===== src/rtl/parm_skid_buf.sv =====
// parm_skid_buf: two-entry valid/ready skid buffer between pipeline stages; strict FIFO order.
// Latency: 1 cycle from accept to out_valid/out_data. Throughput: 1 word/cycle.
// Backpressure: in_ready is registered from next occupancy. The skid entry absorbs the word
// accepted in the cycle that out_ready drops.
// Ports: clk, rst (sync, active-high), flush (sync discard)
//        in_valid/in_ready/in_data   upstream handshake
//        out_valid/out_ready/out_data downstream handshake
//        count                        occupancy 0..2
module parm_skid_buf #(
  parameter int N = 5
) (
  input  logic         clk,
  input  logic         rst,
  input  logic         flush,
  input  logic         in_valid,
  output logic         in_ready,
  input  logic [N-1:0] in_data,
  output logic         out_valid,
  input  logic         out_ready,
  output logic [N-1:0] out_data,
  output logic [1:0]   count
);

  localparam logic [1:0] EMPTY = 2'd0;
  localparam logic [1:0] ONE   = 2'd1;
  localparam logic [1:0] FULL  = 2'd2;

  logic [1:0]   count_q, count_d;
  logic         out_valid_q, out_valid_d;
  logic         in_ready_q, in_ready_d;
  logic [N-1:0] main_q, main_d;
  logic [N-1:0] skid_q, skid_d;

  logic accept;
  logic emit;

  assign accept = in_valid && in_ready_q;
  assign emit   = out_valid_q && out_ready;

  always_comb begin
    count_d = count_q;
    main_d  = main_q;
    skid_d  = skid_q;

    case (count_q)
      EMPTY: begin
        if (accept) begin
          main_d  = in_data;
          count_d = ONE;
        end
      end
      ONE: begin
        if (accept && !emit) begin
          skid_d  = in_data;
          count_d = FULL;
        end else if (emit && !accept) begin
          count_d = EMPTY;
        end else if (accept && emit) begin
          main_d = in_data;
        end
      end
      FULL: begin
        // in_ready is low here, so only the emit side can move.
        if (emit) begin
          main_d  = skid_q;
          count_d = ONE;
        end
      end
      default: count_d = count_q;
    endcase

    // Flush drops everything in flight. The data registers keep their old
    // contents, so a word accepted this cycle never reaches out_data.
    if (flush) begin
      count_d = EMPTY;
      main_d  = main_q;
      skid_d  = skid_q;
    end

    out_valid_d = (count_d != EMPTY);
    in_ready_d  = (count_d != FULL);
  end

  always_ff @(posedge clk) begin
    if (rst) begin
      count_q     <= EMPTY;
      out_valid_q <= 1'b0;
      in_ready_q  <= 1'b1;
      main_q      <= '0;
      skid_q      <= '0;
    end else begin
      count_q     <= count_d;
      out_valid_q <= out_valid_d;
      in_ready_q  <= in_ready_d;
      main_q      <= main_d;
      skid_q      <= skid_d;
    end
  end

  assign count     = count_q;
  assign out_valid = out_valid_q;
  assign in_ready  = in_ready_q;
  assign out_data  = main_q;

endmodule


===== config.mk =====
export PLATFORM = sky130hd
export DESIGN_NAME = parm_skid_buf
export DESIGN_NICKNAME = d
export VERILOG_FILES = /design/src/rtl/parm_skid_buf.sv
export SDC_FILE = /design/constraint.sdc
export NUM_CORES = 1
export LEC_CHECK = 0
export CAP_MARGIN = 5
export CORE_AREA = 2 2 39 41
export CTS_BUF_LIST = sky130_fd_sc_hd__clkbuf_8
export DETAILED_ROUTE_END_ITERATION = 10
export DIE_AREA = 0 0 41 43
export PLACE_DENSITY = 0.82
export SETUP_SLACK_MARGIN = 0.2
export SYNTH_ARGS = -nofsm -noshare
export SYNTH_HDL_FRONTEND = slang
export SYNTH_SLANG_ARGS = --single-unit

===== constraint.sdc =====
create_clock -name clk -period 4.59 [get_ports clk]
set_input_delay 0.6885 -clock clk [delete_from_list [all_inputs] [get_ports clk]]
set_output_delay 0.6885 -clock clk [all_outputs]
set_load 0.05 [all_outputs]

==> summary.md <==
| Metric | Value |
|---|---|
| Drt wl/cell | 13.0 um |
| RSZ-0062 raised after global routing | no |
| Pre-antenna DRT Iters | 2 |
| Setup Fix Bufs, Post-CTS | 0 |
| Syn_area_per_cell | about 10 um2 |
| F_max | between 400 and 500 MHz |
| Syn nets | 74 |
| CP required | 3.90 ns |
| Data arrival, critical path | around 1.7 ns |
| Nets@finish | 93 |
| CP cell instances | clkdlybuf4s50_1 |
| Die area | about 1800 um2 |
| Htree depth | 1 |
| Startpoint Class | flop |
| CTS tree | done |
| First-pass GRT wire length | just over 2000 um |
| Worst skew pair latency | between 0.2 and 0.3 ns |
| Vias in the first global route | 511 |
| Area of the core | between 1000 and 1500 um2 |
| DR vias | 540 |
| WP buf/inv | 1 |
| Port-buffer cells | 18 |
| Syn Inst Count | 64 |
| CP max stage delay | 0.88 ns |
| Seq cells post-synth | 14 |
| Setup_tns | 0 ns |
| Cts repair resizes | 0 |
| Routed WL | approximately 1300 um |
| Worst path slowest cell | clkdlybuf4s50_1 |
| Bufs on Longest Clock Path | 2 |
| Pwr Total | 308 uW |
| LEAKAGE | 0.000377 uW |
| CTS Hold Bufs | 0 |
| Clk pin slew, worst setup/hold paths | 0.06 ns |
| Clock skew | just over 0.004 ns |
| Max_cap viols | 0 |
| N_diodes | 0 |
| Largest net degree at the start of global routing | 12 |
| Final hold violations | 0 |
| Number of core rows | 14 |
| Post-route antenna net violation count | 0 |
| Slew HR | ~65% |
| DIE HEIGHT | roughly 43 um |
| Setup CP Type | reg2out |
| Vias/cell | 5.51 |
| TritonCTS Buffers | 3 |
| Library cells used by synthesis | 23 |
| PwrDens | ~350 nW/um2 |
| Slew Limit Fails | 0 |
| Final worst path period share | between 50% and 60% |
| Area Growth Syn to Fin | 35.4% |
| GRT Overall Usage | between 10% and 20% |
| Max VDD drop | about 0.24 mV |
| Root Driver | clkbuf_8 |
| Seq/Total Area, Yosys | 42.9% |
| Routability cong. | between 0.7 and 0.8 |
| Initial core utilization | 47.2% |
| Worst min-delay path category | reg2reg |
| CP max FO | 11 |
| Antenna violations before repair | 0 |
| Worst Max-Slew Pin Slew | 0.523 ns |
| Layout cells sized above 1 | ~13% |
| Grt total ovfl | 0 |
| Drt drc | 0 |
| CP endpoint kind | primary output |
| Post-Syn Area | roughly 650 um2 |
| Iteration-0 DRC Markers | 5 |
| Crit path max-delay family | buffers and inverters |
| Die Wd | a little over 40 um |
| Setup-failing EPs final | 0 |
| Hpwl dp | between 900 and 1000 um |
| Io pins | 19 |
| Clock sink count | 14 |
| Yosys warns | 0 |
| Minimum clock period | ~2.4 ns |
| Status | finished, final reports clean |
## layer usage
metal	vias to the layer above	wire length (um)	global-route usage (%)
met5	-	0	0
met1	249	551	19.7
met2	16	639	27.2
met4	0	8	12.0
met3	2	72	3.14
li1	273	-	-
## power breakdown
group	internal (uW)	switching, uW	leakage (uW)	total, uW
combinational	24.6	32.4	0.000234	56.9
clock	76.0	43.3	0.0000288	119
sequential	127	4.24	0.000114	131
## final timing paths
kind	from	end	slack [ns]	cells past startpoint
max	count[1]	count[1]	2.20	1
min	skid_q[4]	skid_q[4]	0.50	2
max reg2reg	count[0]	skid_q[1]	2.94	4
min reg2reg	skid_q[4]	skid_q[4]	0.50	2
## worst min-delay path, delay by kind of cell (launching register included)
kind	cells	cell delay [ns]
DFF	1	0.32
and+or+nand+nor	1	0.07
muxes	1	0.07
## layout make-up
type                       instances  area [um2]
clock buffer                       4        55.1
tap                               16        20.0
sequential                        14         280
fill                             120         499
multi-input combinational         46         349
timing repair buffer              18         180
## cells in the final DEF, fill, tap and decap left out, types with 2 or more instances in the layout
cell	n
clkdlybuf4s50_1	18
dfxtp_1	14
mux2i_1	10
nor2_1	6
nor3_1	5
a211oi_1	5
nand2_1	4
clkbuf_8	4
a21boi_0	2
a21oi_1	2
## synthesized netlist by cell type
master,number,area [um2]
or4_4,1,11.3
mux2i_1,10,100
nor2_1,6,22.5
nor4_2,1,12.5
a21oi_1,2,10.0
a211oi_1,5,37.5
or2_2,1,6.26
nor3_1,5,25.0
o221a_2,1,11.3
buf_6,1,11.3
clkbuf_1,2,7.51
o21ai_0,1,5.00
a21bo_1,1,10.0
a21boi_0,2,15.0
nand2_1,4,15.0
nand2b_1,1,6.26
dfxtp_1,14,280
nand3_1,1,5.00
mux2_2,1,11.3
buf_2,1,5.00
a2111oi_4,1,27.5
nand4b_1,1,8.76
a21oi_2,1,8.76
## cell families (layout without fill, tap and decap cells)
family / after synthesis / count (layout) / synth area share, %
flip-flops: 14 / 14 / 42.9
AND/OR/NAND/NOR: 21 / 21 / 17.2
multiplexers: 11 / 11 / 17.1
buffers and inverters: 4 / 22 / 3.64
AO/OA/AOI/OAI: 14 / 14 / 19.2
## registers in the layout, indices dropped and copies added, names as in the netlist
name,count
out_valid,1
skid_q,5
out_data,5
count,2
in_ready,1
## per-stage QoR
step	worst slack [ns]	hold WS, ns	instances	util, %	area [um2]
after floorplan	2.67	0.463	64	-	653
after global placement	2.31	0.475	94	59.9	830
after detailed placement	2.23	0.488	94	59.9	830
after CTS	2.19	0.503	98	63.9	885
after global routing	2.16	0.542	98	63.9	885
final	2.20	0.496	98	63.9	885
(Power assumes the default switching activity.)
